**src/rtl/vga_pkg.sv**
```systemverilog
// Shared VGA-side definitions: VRAM geometry defaults, readout slot width,
// display slot reservation mask and the arbiter state encoding.
package vga_pkg;

   localparam int ADDR_W_DEF = 13;
   localparam int DATA_W_DEF = 8;
   localparam int CNT_W      = 3;
   localparam logic [7:0] DISP_SLOT_MASK_DEF = 8'b00000011;

   typedef enum logic {
      IDLE    = 1'b0,
      RD_WAIT = 1'b1
   } arb_state_e;

   // True when the display owns the current character-cell slot.
   function automatic logic disp_slot(input logic active, input logic [7:0] mask,
                                      input logic [CNT_W-1:0] cnt);
      return active && mask[cnt];
   endfunction

endpackage

```
**src/rtl/req_fifo.sv**
```systemverilog
// Synchronous in-order request queue; head entry is visible combinationally
// on rdata whenever the queue is non-empty.
module req_fifo #(
   parameter int DEPTH = 4,
   parameter int W     = 22
) (
   input  logic                     clk,
   input  logic                     rst,
   input  logic                     push,
   input  logic [W-1:0]             wdata,
   input  logic                     pop,
   output logic [W-1:0]             rdata,
   output logic                     full,
   output logic                     empty,
   output logic [$clog2(DEPTH):0]   count
);

   localparam int PTR_W = $clog2(DEPTH);

   logic [W-1:0]     mem_q [DEPTH];
   logic [W-1:0]     mem_d [DEPTH];
   logic [PTR_W-1:0] wr_ptr_q, wr_ptr_d;
   logic [PTR_W-1:0] rd_ptr_q, rd_ptr_d;
   logic [PTR_W:0]   count_q, count_d;

   always_comb begin
      mem_d    = mem_q;
      wr_ptr_d = wr_ptr_q;
      rd_ptr_d = rd_ptr_q;
      count_d  = count_q;
      if (push) begin
         mem_d[wr_ptr_q] = wdata;
         wr_ptr_d        = wr_ptr_q + PTR_W'(1);
      end
      if (pop) begin
         rd_ptr_d = rd_ptr_q + PTR_W'(1);
      end
      case ({push, pop})
         2'b10:   count_d = count_q + (PTR_W+1)'(1);
         2'b01:   count_d = count_q - (PTR_W+1)'(1);
         default: count_d = count_q;
      endcase
   end

   always_ff @(posedge clk) begin
      if (rst) begin
         wr_ptr_q <= '0;
         rd_ptr_q <= '0;
         count_q  <= '0;
      end else begin
         wr_ptr_q <= wr_ptr_d;
         rd_ptr_q <= rd_ptr_d;
         count_q  <= count_d;
      end
   end

   always_ff @(posedge clk) begin
      mem_q <= mem_d;
   end

   assign rdata = mem_q[rd_ptr_q];
   assign full  = (count_q == (PTR_W+1)'(DEPTH));
   assign empty = (count_q == '0);
   assign count = count_q;

endmodule

```
**src/rtl/vram_arbiter.sv**
```systemverilog
// Schedules queued host VRAM accesses around display readout: writes go out at
// once, reads only in slots the display does not own.
module vram_arbiter
   import vga_pkg::*;
#(
   parameter int         DEPTH          = 4,
   parameter logic [7:0] DISP_SLOT_MASK = DISP_SLOT_MASK_DEF,
   parameter int         ADDR_W         = ADDR_W_DEF,
   parameter int         DATA_W         = DATA_W_DEF
) (
   input  logic              clk,
   input  logic              rst,
   input  logic              active,
   input  logic [2:0]        readoutCount,
   input  logic [ADDR_W-1:0] readoutAddr,
   input  logic              reqValid,
   output logic              reqReady,
   input  logic              reqWe,
   input  logic [ADDR_W-1:0] reqAddr,
   input  logic [DATA_W-1:0] reqData,
   output logic              rdValid,
   output logic [DATA_W-1:0] rdData,
   output logic [ADDR_W-1:0] vramRdAddr,
   input  logic [DATA_W-1:0] vramRdData,
   output logic [ADDR_W-1:0] vramWrAddr,
   output logic [DATA_W-1:0] vramWrData,
   output logic              vramWr,
   output logic              busy
);

   localparam int ENT_W = 1 + ADDR_W + DATA_W;
   localparam int CNT_B = $clog2(DEPTH) + 1;

   logic              push, pop, full, empty;
   logic [CNT_B-1:0]  count, cnt_next;
   logic [ENT_W-1:0]  head;
   logic              head_we;
   logic [ADDR_W-1:0] head_addr;
   logic [DATA_W-1:0] head_data;

   arb_state_e        state_q, state_d;
   logic              wr_q, wr_d;
   logic [ADDR_W-1:0] wr_addr_q, wr_addr_d;
   logic [DATA_W-1:0] wr_data_q, wr_data_d;
   logic              rd_valid_q, rd_valid_d;
   logic [DATA_W-1:0] rd_data_q, rd_data_d;
   logic              req_ready_q, req_ready_d;
   logic [ADDR_W-1:0] rd_addr;

   assign push = reqValid && req_ready_q && !full;
   assign {head_we, head_addr, head_data} = head;

   req_fifo #(.DEPTH(DEPTH), .W(ENT_W)) u_req_fifo (
      .clk   (clk),
      .rst   (rst),
      .push  (push),
      .wdata ({reqWe, reqAddr, reqData}),
      .pop   (pop),
      .rdata (head),
      .full  (full),
      .empty (empty),
      .count (count)
   );

   always_comb begin
      state_d    = state_q;
      pop        = 1'b0;
      wr_d       = 1'b0;
      wr_addr_d  = wr_addr_q;
      wr_data_d  = wr_data_q;
      rd_valid_d = 1'b0;
      rd_data_d  = rd_data_q;
      rd_addr    = readoutAddr;
      case (state_q)
         IDLE: begin
            if (!empty) begin
               if (head_we) begin
                  pop       = 1'b1;
                  wr_d      = 1'b1;
                  wr_addr_d = head_addr;
                  wr_data_d = head_data;
               // A read waits out the cycle its predecessor write is strobed,
               // so it always sees that write's data.
               end else if (!disp_slot(active, DISP_SLOT_MASK, readoutCount) && !wr_q) begin
                  pop     = 1'b1;
                  rd_addr = head_addr;
                  state_d = RD_WAIT;
               end
            end
         end
         RD_WAIT: begin
            rd_valid_d = 1'b1;
            rd_data_d  = vramRdData;
            state_d    = IDLE;
         end
         default: state_d = IDLE;
      endcase
      cnt_next = count + CNT_B'(push) - CNT_B'(pop);
      req_ready_d = (cnt_next != CNT_B'(DEPTH));
   end

   always_ff @(posedge clk) begin
      if (rst) begin
         state_q     <= IDLE;
         wr_q        <= 1'b0;
         wr_addr_q   <= '0;
         wr_data_q   <= '0;
         rd_valid_q  <= 1'b0;
         rd_data_q   <= '0;
         req_ready_q <= 1'b1;
      end else begin
         state_q     <= state_d;
         wr_q        <= wr_d;
         wr_addr_q   <= wr_addr_d;
         wr_data_q   <= wr_data_d;
         rd_valid_q  <= rd_valid_d;
         rd_data_q   <= rd_data_d;
         req_ready_q <= req_ready_d;
      end
   end

   assign reqReady   = req_ready_q;
   assign rdValid    = rd_valid_q;
   assign rdData     = rd_data_q;
   assign vramRdAddr = rd_addr;
   assign vramWr     = wr_q;
   assign vramWrAddr = wr_addr_q;
   assign vramWrData = wr_data_q;
   assign busy       = (count != '0) || (state_q == RD_WAIT);

endmodule

```
**config.mk**
```make
export PLATFORM = sky130hd
export DESIGN_NAME = vram_arbiter
export DESIGN_NICKNAME = d
export VERILOG_FILES = /design/src/rtl/vga_pkg.sv /design/src/rtl/req_fifo.sv /design/src/rtl/vram_arbiter.sv
export SDC_FILE = /design/constraint.sdc
export NUM_CORES = 1
export LEC_CHECK = 0
export BUFFER_PORTS_ARGS = -buffer_cell sky130_fd_sc_hd__buf_4
export CORE_ASPECT_RATIO = 1.25
export CORE_MARGIN = 1.5
export CORE_UTILIZATION = 50
export CTS_BUF_LIST = sky130_fd_sc_hd__clkbuf_8
export DETAILED_ROUTE_END_ITERATION = 12
export PLACE_DENSITY = 0.72
export SKIP_LAST_GASP = 1
export SLEW_MARGIN = 40
export SYNTH_ARGS = -nofsm -noshare
export SYNTH_HDL_FRONTEND = slang
export SYNTH_SLANG_ARGS = --single-unit
export TNS_END_PERCENT = 1
```
**constraint.sdc**
```tcl
create_clock -name clk -period 3.2 [get_ports clk]
set_clock_uncertainty 0.05 [all_clocks]
set_input_delay 0.32 -clock clk [delete_from_list [all_inputs] [get_ports clk]]
set_output_delay 0.32 -clock clk [all_outputs]
set_load 0.01 [all_outputs]
```
==> run summary <==
Status: finished clean
Top FF cell, synth: edfxtp_1
Max Buffers Root-to-Sink: 2
Most frequent cells in the layout: 103 x buf_4, 88 x edfxtp_1, 44 x nand2_1
Final setup vio count: 0
Synth area leader: edfxtp_1
N_diodes: 0
Final setup TNS: 0 ns
Cts hold-fix bufs: 0
Vias: 2,892
Placed cell count: 534
Worst slew pin tran: 0.5658 ns
ANT nets after route: 0
Postcts setup bufs: 0
Max Cap Viol: 0
Crit start category: flip-flop
Vias in the first global route: 3,056
Std-Cell Core Area: 9709 µm²
Crit path max-delay family: multiplexers
Syn Area/Cell: 15.73 µm²
Nets: 486
WS Path Type: flip-flop to primary output
Post-synth top area share: 52.66%
Synth Net Count: 378
Critical path, cell by cell: mux4_2 -> or3b_2 -> mux2_4 -> buf_4
Seq. cell area: 3445 µm²
Leakage: 0.002363 µW
Period utilisation layout: 93.32%
I/O Buffers: 94
Initial drt markers: 130
Avg WL per Cell: 16.25 µm
CTS clock-pin slew for the worst setup and hold paths: 0.08 ns
Slew margin rel.: 62.28%
Dpl hpwl: 5940 µm
Initial antenna violation count: 0
Met1 Use GR: 20.01%
Clock sink count: 128
Die width: 92.61 µm
Global Route Usage Sum: 18.90%
Clock latency at the later pin of the worst-skew pair: 0.43 ns
Area contributors post-synth: edfxtp_1 53%, dfxtp_1 16%, mux4_2 9.0%, nand2_1 3.3%, mux2_4 3.0%
Unrepaired setup endpoints after global routing: no
GR Util met2: 33.38%
Clk root buf: clkbuf_8
Global-route wire length before repair: 14,550 µm
Crit-path max FO: 13
Min cycle time layout: 2.986 ns
Finished Layout Cells: 566
Register area share after synthesis: 68.61%
Overall routed net length: 9199 µm
DIE AREA: 10,650 µm²
WP data required: 2.83 ns
I/O pin total: 96
Design area: 6296 µm²
Synth-to-Final Area Change: 25.46%
Layout cell share with drive strength beyond 1: 39.32%
Post-synth EDFFs: 88
Fmax: 334.9 MHz
Pre-CTS setup slack: 0.2777 ns
DRC violations left: 0
Initial core utilization: 51.69%
Fin. max-slew vios: 0
Asr flop ratio synth: 0%
CTS buffer count: 17
Yosys Warn Count: 0
Drt first pass iters: 4
Max IR drop VDD: 0.0003761 V
Area of the multi-input gates: 1446 µm²
Grt total ovfl: 0
Vias/cell: 5.110
Crit path DAT: 2.62 ns
CTS tree: built
Post_cts resized: 1
Die Y: 115.0 µm
Hold_ws: 0.03655 ns
Worst setup margin: 0.2138 ns
GP Congestion: 0.6937
Synthesized area: 5019 µm²
Critical path's slowest cell: or3b_2
Netlist cell types: 33
Synth Instances: 319
H-tree depth: 4
Std cell rows: 40
Most common cell after layout, fill and taps aside: buf_4
PD cells: 813.7 nW/µm²
Met3 Usage GRT: 6.548%
Fin. Hold Viols: 0
Fillers: 734
Placement Cell Area: 5903 µm²
Worst min-delay path class: input port to flip-flop
Slowest stage delay, CP: 0.74 ns
Pin count of the biggest net entering global routing: 41
GRT Max-Usage Layer: met2
CP bufs+invs: 1
Crit. End Element: primary output
FF+latch count, synth: 128
-- stage by stage --
stage / power, µW / utilization, %
6_report: 5123 / 64.85
5_1_grt: 5424 / 64.85
4_1_cts: 5189 / 64.85
3_5_place_dp: 3868 / 60.80
3_3_place_gp: 3812 / 60.73
2_1_floorplan: 3285 / -
-- layout make-up --
| type | instances | area share [%] |
|---|---|---|
| Clock inverter | 14 | 2.305 |
| Tap cell | 126 | 2.504 |
| Clock buffer | 18 | 3.935 |
| Timing Repair Buffer | 105 | 12.92 |
| Inverter | 11 | 0.6558 |
| Multi-Input combinational cell | 164 | 22.97 |
| Sequential cell | 128 | 54.71 |
-- power breakdown --
| part | switching (µW) | internal [µW] |
|---|---|---|
| Clock | 614 | 708 |
| Sequential | 111 | 2090 |
| Combinational | 812 | 793 |
-- cell families after synthesis --
logic type | share of synthesized area (%)
and+or+nand+nor | 6.732
muxes | 15.48
buffers and inverters | 2.693
xor gates and xnor gates | 0.8728
adders and majority gates | 2.543
AOI/OAI and AO/OA | 3.067
DFF | 68.61
-- flip-flops by register name, indices dropped and copies added (netlist names) --
name                 flops
rdData                   8
reqReady                 1
vramWr                   1
u_req_fifo.rd_ptr_q      2
state_q                  1
u_req_fifo.mem_q        88
u_req_fifo.count         3
vramWrAddr              13
vramWrData               8
u_req_fifo.wr_ptr_q      2
rdValid                  1
-- path summary, 6_finish.rpt --
| check | cells after the start | end | slack (ns) | startpoint |
|---|---|---|---|---|
| max | 4 | vramRdAddr[10] | 0.21 | u_req_fifo.rd_ptr_q[0] |
| min | 1 | u_req_fifo.mem_q[75] | 0.04 | reqAddr[1] |
| max reg2reg | 10 | reqReady | 0.29 | u_req_fifo.rd_ptr_q[0] |
| min reg2reg | 2 | vramWrData[5] | 0.40 | vramWrData[5] |
-- cells in the mapped netlist, types with 2 or more instances --
| library cell | count |
|---|---|
| dfxtp_1 | 40 |
| xnor2_1 | 3 |
| a21oi_1 | 26 |
| mux2_2 | 3 |
| and2_1 | 5 |
| or4_1 | 2 |
| mux4_1 | 2 |
| clkbuf_1 | 10 |
| fa_1 | 2 |
| xor2_1 | 2 |
| or3_1 | 3 |
| edfxtp_1 | 88 |
| mux2_4 | 10 |
| buf_6 | 2 |
| mux4_2 | 20 |
| inv_1 | 11 |
| mux2i_1 | 9 |
| buf_2 | 2 |
| nand2_1 | 44 |
| nor2_1 | 15 |
| ha_1 | 7 |
| o21ai_0 | 2 |
-- metal layers --
metal  share of wire [%]  routed length [µm]
met4                 2.0                 182
met2                  52                4791
met3                 6.2                 570
met5                   0                   0
met1                  40                3655
Note: power is estimated with default switching activity, not from simulation.
